## config.mk

```make
export PLATFORM = sky130hd
export DESIGN_NAME = heads_up_betting_ctrl
export DESIGN_NICKNAME = d
export VERILOG_FILES = /design/src/rtl/heads_up_betting_ctrl.sv
export SDC_FILE = /design/constraint.sdc
export NUM_CORES = 1
export LEC_CHECK = 0
export CAP_MARGIN = 25
export CELL_PAD_IN_SITES_DETAIL_PLACEMENT = 1
export CELL_PAD_IN_SITES_GLOBAL_PLACEMENT = 1
export CORE_AREA = 8 8 162 164
export CTS_CLUSTER_DIAMETER = 30
export DETAILED_ROUTE_END_ITERATION = 10
export DIE_AREA = 0 0 170 172
export PLACE_DENSITY_LB_ADDON = 0.05
export RECOVER_POWER = 100
export SYNTH_ARGS = -nofsm -noshare
export SYNTH_HDL_FRONTEND = slang
export SYNTH_SLANG_ARGS = --single-unit
export TNS_END_PERCENT = 1
```

## constraint.sdc

```tcl
create_clock -name clk -period 7.65 [get_ports clk]
set_input_delay 1.53 -clock clk [delete_from_list [all_inputs] [get_ports clk]]
set_output_delay 1.53 -clock clk [all_outputs]
set_load 0.1 [all_outputs]
```

## src/rtl/heads_up_betting_ctrl.sv

```systemverilog
// heads_up_betting_ctrl: sequences one heads-up betting street, posting blinds and validating actions
module heads_up_betting_ctrl #(
    parameter int MAX_STACK_W = 11,
    parameter int SB_SIZE = 1,
    parameter int BB_SIZE = 2
) (
    input  logic                   clk,
    input  logic                   reset,
    input  logic                   start,
    input  logic                   preflop,
    input  logic                   button,
    input  logic [MAX_STACK_W-1:0] stack_p1,
    input  logic [MAX_STACK_W-1:0] stack_p2,
    input  logic                   action_valid,
    input  logic [1:0]             action,
    input  logic [MAX_STACK_W-1:0] raise_to,
    output logic                   actor,
    output logic [MAX_STACK_W-1:0] call_amt,
    output logic [MAX_STACK_W-1:0] min_raise_to,
    output logic                   make_bet,
    output logic                   bet_player,
    output logic [MAX_STACK_W-1:0] bet_amount,
    output logic [MAX_STACK_W-1:0] street_pot,
    output logic                   action_error,
    output logic                   street_done,
    output logic                   fold_end,
    output logic                   winner,
    output logic                   all_in,
    output logic                   busy
);
    localparam logic [MAX_STACK_W-1:0] SB = MAX_STACK_W'(SB_SIZE);
    localparam logic [MAX_STACK_W-1:0] BB = MAX_STACK_W'(BB_SIZE);
    typedef enum logic [2:0] {IDLE, POST_SB, POST_BB, WAIT_ACT, DONE} state_t;
    state_t state;
    logic [MAX_STACK_W-1:0] contrib [2];
    logic [MAX_STACK_W-1:0] rem [2];
    logic [1:0] acted;
    logic [MAX_STACK_W-1:0] last_inc;
    logic btn;
    logic o;
    logic [MAX_STACK_W-1:0] c_a, c_o, r_a, r_o, diff, call_i, cap, max_c, mrt, raise_inc, sb_amt, bb_amt;
    logic raise_ok, call_end;
    logic bet_en, bet_p;
    logic [MAX_STACK_W-1:0] bet_amt;
    assign o = ~actor;
    assign busy = state != IDLE;
    assign street_pot = contrib[0] + contrib[1];
    // outputs stay quiet while idle so the reset/idle state reads as all zeros
    assign min_raise_to = busy ? mrt : '0;
    assign call_amt = busy ? call_i : '0;
    // betting arithmetic seen from the current actor's point of view
    always_comb begin
        c_a = contrib[actor];
        c_o = contrib[o];
        r_a = rem[actor];
        r_o = rem[o];
        diff = c_o > c_a ? c_o - c_a : '0;
        call_i = diff < r_a ? diff : r_a;
        cap = c_a + r_a;
        max_c = contrib[0] > contrib[1] ? contrib[0] : contrib[1];
        mrt = max_c + last_inc;
        raise_inc = raise_to - c_o;
        raise_ok = raise_to > c_o && raise_to <= cap && (raise_to >= mrt || raise_to == cap) && r_o != '0;
        call_end = (c_a + call_i == c_o && acted[o]) || r_a == call_i || r_o == '0;
        sb_amt = rem[btn] < SB ? rem[btn] : SB;
        bb_amt = rem[~btn] < BB ? rem[~btn] : BB;
    end
    // chip commit selected this cycle: blinds, a non-zero call, or a legal raise
    always_comb begin
        bet_en = state == POST_SB || state == POST_BB ||
                 (state == WAIT_ACT && action_valid &&
                  ((action == 2'd0 && call_i != '0) || (action == 2'd1 && raise_ok)));
        bet_p = state == POST_SB ? btn : state == POST_BB ? ~btn : actor;
        bet_amt = state == POST_SB ? sb_amt : state == POST_BB ? bb_amt :
                  action == 2'd1 ? raise_to - c_a : call_i;
    end
    // street FSM with registered pulses and bookkeeping
    always_ff @(posedge clk) begin
        if (reset) begin
            state <= IDLE;
            contrib[0] <= '0;
            contrib[1] <= '0;
            rem[0] <= '0;
            rem[1] <= '0;
            acted <= '0;
            last_inc <= BB;
            btn <= 1'b0;
            actor <= 1'b0;
            make_bet <= 1'b0;
            bet_player <= 1'b0;
            bet_amount <= '0;
            action_error <= 1'b0;
            street_done <= 1'b0;
            fold_end <= 1'b0;
            winner <= 1'b0;
            all_in <= 1'b0;
        end else begin
            make_bet <= bet_en;
            action_error <= 1'b0;
            street_done <= 1'b0;
            if (bet_en) begin
                bet_player <= bet_p;
                bet_amount <= bet_amt;
                contrib[bet_p] <= contrib[bet_p] + bet_amt;
                rem[bet_p] <= rem[bet_p] - bet_amt;
            end
            case (state)
                IDLE: if (start) begin
                    contrib[0] <= '0;
                    contrib[1] <= '0;
                    rem[0] <= stack_p1;
                    rem[1] <= stack_p2;
                    acted <= '0;
                    last_inc <= BB;
                    btn <= button;
                    actor <= ~button;
                    fold_end <= 1'b0;
                    winner <= 1'b0;
                    all_in <= 1'b0;
                    state <= preflop ? POST_SB : WAIT_ACT;
                end
                POST_SB: state <= POST_BB;
                POST_BB: begin
                    actor <= btn;
                    state <= WAIT_ACT;
                end
                WAIT_ACT: if (action_valid) begin
                    if (action == 2'd2) begin
                        fold_end <= 1'b1;
                        winner <= o;
                        all_in <= r_a == '0 || r_o == '0;
                        street_done <= 1'b1;
                        state <= DONE;
                    end else if (action == 2'd0) begin
                        acted[actor] <= 1'b1;
                        if (call_end) begin
                            all_in <= r_a == call_i || r_o == '0;
                            street_done <= 1'b1;
                            state <= DONE;
                        end else begin
                            actor <= o;
                        end
                    end else if (action == 2'd1 && raise_ok) begin
                        if (raise_inc >= last_inc) last_inc <= raise_inc;
                        acted[actor] <= 1'b1;
                        acted[o] <= 1'b0;
                        actor <= o;
                    end else begin
                        action_error <= 1'b1;
                    end
                end
                DONE: state <= IDLE;
                default: state <= IDLE;
            endcase
        end
    end
endmodule

```

======== Yosys cells after proc, flatten, opt, wreduce, memory -nomap -nowiden ========
Memories as Yosys holds them, arrays and structs flattened. A register that Yosys moved wholly into a read port is not among the register bits.
Index checks and enable logic that the tools add are counted.
W data, S select, Z words.
storage, ports and cells
  word-level logic and storage cells ...... 192
  memories kept ........................... 2
  register bits ........................... 36
  input bits .............................. 41
  bits in writable memories ............... 44
  output and inout port bits .............. 53
memory list
  memory   depth  bits a word  rd ports  clocked after Yosys merged registers in  wr ports  line  source
  contrib  2      11           5         1                                        2         35    logic [MAX_STACK_W-1:0] contrib [2];
  rem      2      11           5         2                                        2         36    logic [MAX_STACK_W-1:0] rem [2];
operators by class
  muxes and demuxes ....................... 86
  order comparisons ....................... 13
  reduce and logical (&&, ||, !) cells .... 38
  eq/ne operators ......................... 19
  bitwise logic cells ..................... 12
  $add $sub $neg .......................... 9
operators with widths
  cell                   count
  $mux W11               22
  $add A11 B11 Y11       5
  $mux W1                44
  $sub A11 B11 Y11       4
  $eq A11 B11 Y1         3
  $gt A11 B11 Y1         3
  $ge A11 B11 Y1         2
  $logic_not A11 Y1      2
  $pmux W11 S2           1
  $reduce_bool A11 Y1    2
  $reduce_or A11 Y1      2
  $mux W3                5
  $mux W2                6
  $pmux W3 S4            1
  $le A11 B11 Y1         1
  $lt A11 B1 Y1 const B  1
  $lt A11 B11 Y1         1
  $lt A11 B2 Y1 const B  1
  $logic_and A1 B1 Y1    10
  $reduce_and A5 Y1      2
  $logic_or A1 B1 Y1     8
  $ne A2 B2 Y1 const B   4
  $reduce_and A4 Y1      2
  $reduce_and A7 Y1      1
  27 further kinds       44

======== Depth between registers and ports, before layout ========
Gate-level depths: netlist (run 1).
An unclocked memory read counts as a cell.
  depth in word-level cells ............... 18
  depth in mapped cells ................... 36

======== Worst setup path after synthesis (run 1) ========
OpenSTA, ideal clock, no wires.
  path type ............................... register to output
  start ................................... register actor
  end ..................................... output call_amt[1]
  data arrival time ....................... 6.307 ns
  cell stages (with the launch flop) ...... 21
  path buffers ............................ 3
  required time ........................... 6.120 ns
  setup slack ............................. -0.187 ns
  path through ............................ dfxtp_1 buf_2 clkbuf_1 mux2i_1 ha_1 inv_1 fa_1 a211oi_1 o21ai_0 xor2_1 and3_1 ha_1 nand2_1 nor2_1 a211oi_1 o211ai_1 a21oi_2 buf_2 mux2i_1 inv_1 nor2_1
between the ends
  word-level cells in the longest chain between the ends .. 7
  elaborated cells between the ends (all ways) .. 8
  those cells by class .................... 1 x add/sub; 2 x order compare; 3 x mux; 1 x bitwise; 1 x memory
RTL lines
  item                                                line  source
  from (decl)                                         17    output logic actor,
  from (signal assigned)                              116   actor <= ~button;
  from (signal assigned)                              124   actor <= btn;
  from (signal assigned)                              141   actor <= o;
  $not A1 Y1 *                                        45    assign o = ~actor;
  $mem_v2 Z2 W11 *                                    n/a
  $sub A11 B11 Y11 or $gt A11 B11 Y1 (tied branches)  57    diff = c_o > c_a ? c_o - c_a : '0;
  $mux W11 *                                          57
  $lt A11 B11 Y1                                      58    call_i = diff < r_a ? diff : r_a;
  $mux W11 *                                          58
  $mux W11 *                                          50    assign call_amt = busy ? call_i : '0;
  to (decl)                                           18    output logic [MAX_STACK_W-1:0] call_amt,
Mark *: on every way between the ends. The rest lies on a longest branch, timed or not.

==> results.tsv, run 1 <==
stage	metric	value	unit
cts	CTS Buf Count	9	
sta	Pins Over Slew Limit	0	
sta	final setup skew	0.0130	ns
worst_setup_path	Critical R2R Launch	contrib[0][1]	
logic_synthesis	top cells by area, synth	ha_1, edfxtp_1, dfxtp_1, a21oi_1, inv_1	
grt	first-pass GRT wire length	61800	um
logic_synthesis	distinct cell type count after synthesis	76	
sta	Final setup viols	0	
worst_setup_path	Slowest-stage cell, CP	edfxtp_1	
floorplan	# rows	57	
sta	worst slew pin tran	1.19	ns
cts	CTS Root Cell	clkbuf_16	
worst_setup_path	reg-to-reg slack, setup	0.40	ns
logic_synthesis	syn_area_per_cell	8.07	sq um
worst_setup_path	Required @ worst endpoint	7.81	ns
logic_synthesis	Seq/Total Area, Yosys	20.0	%
sta	minimum clock period	7.25	ns
logic_synthesis	largest family of logic cells by synthesized area	compound AO/OA/AOI/OAI gates	
cts	CTS tree	yes	
placement	DP HPWL	32900	um
grt	Tot GR Track Use	27.6	%
layout	Area growth, synth to finish	21.3	%
placement	GP Congestion	0.933	
cts	clk_lat worst skew	0.35	ns
worst_setup_path	crit path launch type	flip-flop	
floorplan	Ports	94	
hold_path	Hold Path Class	reg2reg	
logic_synthesis	Post-Synth Adder-Cell Area	19.3	%
logic_synthesis	Syn Inst Count	1291	
sta	Hold Fails Final Rpt	0	
worst_setup_path	worst-path fanout max	17	
logic_synthesis	top cell type's share of synthesized area	17.5	%
drt	DRC	0	
logic_synthesis	Post-Syn Nets	1487	
layout	layout cells sized above 1	12.4	%
sta	min setup slack post-route	0.397	ns
placement	port buffer count	93	
logic_synthesis	Synth Flop Type	edfxtp_1	
worst_setup_path	crit-path most repeated cell	o21ai_0	
logic_synthesis	Synth Warn #	0	
sta	part of the cycle the worst path needs	94.8	%
drt	routed len/inst	22.9	um
logic_synthesis	Post-synth EDFFs	44	
drt	first drt pass iteration count	5	
logic_synthesis	Synth area leader	ha_1	
worst_setup_path	Worst Setup End Kind	flip-flop	
worst_setup_path	CP startpoint	contrib[0][1]	
worst_setup_path	Worst Setup Path Type	reg2reg	
logic_synthesis	post-synthesis mux area share	6.86	%
layout	commonest non-fill, non-tap cell in the layout	ha_1	
layout	Fill cells	2935	
grt	vias in the first global route	10603	
logic_synthesis	area share of xor/xnor cells in the synthesized design	7.74	%
worst_setup_path	Critical Path End	rem[1][10]	
worst_setup_path	reg-to-reg endpoint	rem[1][10]	
logic_synthesis	Post-Syn Area	10400	sq um
drt	DR top layer	met4	
sta	Max-Slew Margin vs Limit	20.8	%
run	Maximum Capacitance Violations	0	
placement	post-placement setup slack	-0.113	ns
drt	WL met1	18300	um
layout	most frequent cells in the layout	ha_1, inv_1, nand2_1	
logic_synthesis	post-synthesis register bit count	82	
cts	CTS HTree Levels	3	
logic_synthesis	Simple-Gate Fraction of Synth Area	18.2	%
grt	pin count of the biggest net entering global routing	46	
logic_synthesis	FFs w/ async S/R, synth	0	%
sta	Fmax	138	MHz
cts	Clock Pin Slew Worst Setup and Hold Paths	0.08	ns
drt	detailed-route wire length	40300	um
cts	CTS Sinks	82	
cts	CTS Buffer Depth	2	
worst_setup_path	slowest stage delay, CP	0.48	ns
layout	Final #Nets	1627	
drt	wire length on met2	18700	um
grt	total grt overflow	0	
worst_setup_path	cell count of the worst reg-to-reg path	32	
drt	initial DRC count	585	
floorplan	die extent in x	170	um
logic_synthesis	Synth Area in Compound Gates	21.7	%
run_status	outcome	completed	
floorplan	Starting Density	43.7	%
drt	Via Count	10305	
worst_setup_path	WP data arrival	7.42	ns
floorplan	Die H	172	um
floorplan	Die Area	29200	sq um
grt	antenna violations before repair	0	
drt	Post-DRT Antenna Nets	0	
floorplan	Core Area	23800	sq um
layout	Ant. Diodes	0	
drt	wire length on met3	2180	um
drt	DR vias/cell	5.86	
[registers in the layout, indices dropped and copies added, names as in the netlist, named ones only]
signal and cells:
contrib 22, rem 22, bet_amount 11, last_inc 11
state 3, acted 2, action_error 1, actor 1
all_in 1, bet_player 1, btn 1, fold_end 1
make_bet 1, street_done 1, winner 1
[stage by stage]
step	utilization (%)	cell area [sq um]	hold slack (ns)	TNS [ns]	instances
floorplan	-	10400	0.449	0	1291
global placement	51.2	12200	0.447	0	1734
detailed placement	51.2	12200	0.455	-0.634	1734
CTS	52.6	12500	0.465	0	1750
global route	53.0	12600	0.488	-0.386	1760
finish	53.0	12600	0.460	0	1760
[worst min path at each step]
stage	depth (start not counted)	from	to	slack, ns
final	2	bet_amount[10]	bet_amount[10]	0.46
after global routing	2	bet_amount[10]	bet_amount[10]	0.49
after CTS	2	bet_amount[10]	bet_amount[10]	0.47
after detailed placement	2	bet_amount[10]	bet_amount[10]	0.46
after global placement	2	bet_amount[10]	bet_amount[10]	0.45
after floorplan	2	last_inc[2]	last_inc[2]	0.45
[layer usage]
layer | up-vias | global-route usage [%]
met1 | 5037 | 36.0
met5 | - | 0
li1 | 4920 | -
met2 | 280 | 45.8
met3 | 68 | 4.47
met4 | 0 | 8.96
[cells in the mapped netlist, drive strengths merged (15+ instances only)]
| library cell | number |
|---|---|
| and2 | 15 |
| xor2 | 36 |
| edfxtp | 44 |
| inv | 127 |
| nand2b | 22 |
| a21oi | 103 |
| dfxtp | 38 |
| mux2 | 26 |
| nor2b | 16 |
| a211oi | 16 |
| mux2i | 41 |
| xnor2 | 51 |
| ha | 146 |
| nand3 | 19 |
| o21ai | 77 |
| a21o | 22 |
| nand2 | 112 |
| clkbuf | 26 |
| o21a | 22 |
| nor3 | 27 |
| nor2 | 107 |
[final cells by class]
class	instances	area [sq um]	area share, %
clock buffers	9	225	1.78
clock inverters	7	82.6	0.654
inverters	127	477	3.77
multi-input cells	1044	7740	61.3
flip-flops and latches	82	2080	16.5
well taps	324	405	3.21
repair buffers	167	1620	12.8
[cells by family after synthesis]
| group | after synthesis |
|---|---|
| and+or+nand+nor | 388 |
| adders and majority gates | 155 |
| xor gates and xnor gates | 89 |
| DFF | 82 |
| AOI/OAI and AO/OA | 345 |
| muxes | 67 |
| buffers and inverters | 165 |
[timing repair]
item                                    4_1_cts  5_1_grt
pin swaps                                     0        6
hold buffers                                  0        0
resized for setup                             3       20
endpoints found under the setup margin       43      121
buffers inserted                              0        9
[critical path, delay by kind of cell (launching register included)]
| family | cells | cell delay, ns |
|---|---|---|
| mux | 1 | 0.35 |
| flops | 1 | 0.48 |
| compound gates | 18 | 3.39 |
| xor+xnor | 1 | 0.16 |
| buf+inv | 2 | 0.41 |
| fa+ha+maj | 3 | 0.99 |
| simple gates | 7 | 1.28 |
Power of run 1 is left out: the tool's default activity adds up to more than one toggle a clock period on the data nets, which glitch-free logic cannot reach.
==> inputs of run 2 (changes only) <==
ABC_AREA = 0   (was unset)
==> results of run 2 <==
No change in the layout: final DEF, timing and power equal those of run 1.
Power of run 2 is left out for the same reason.
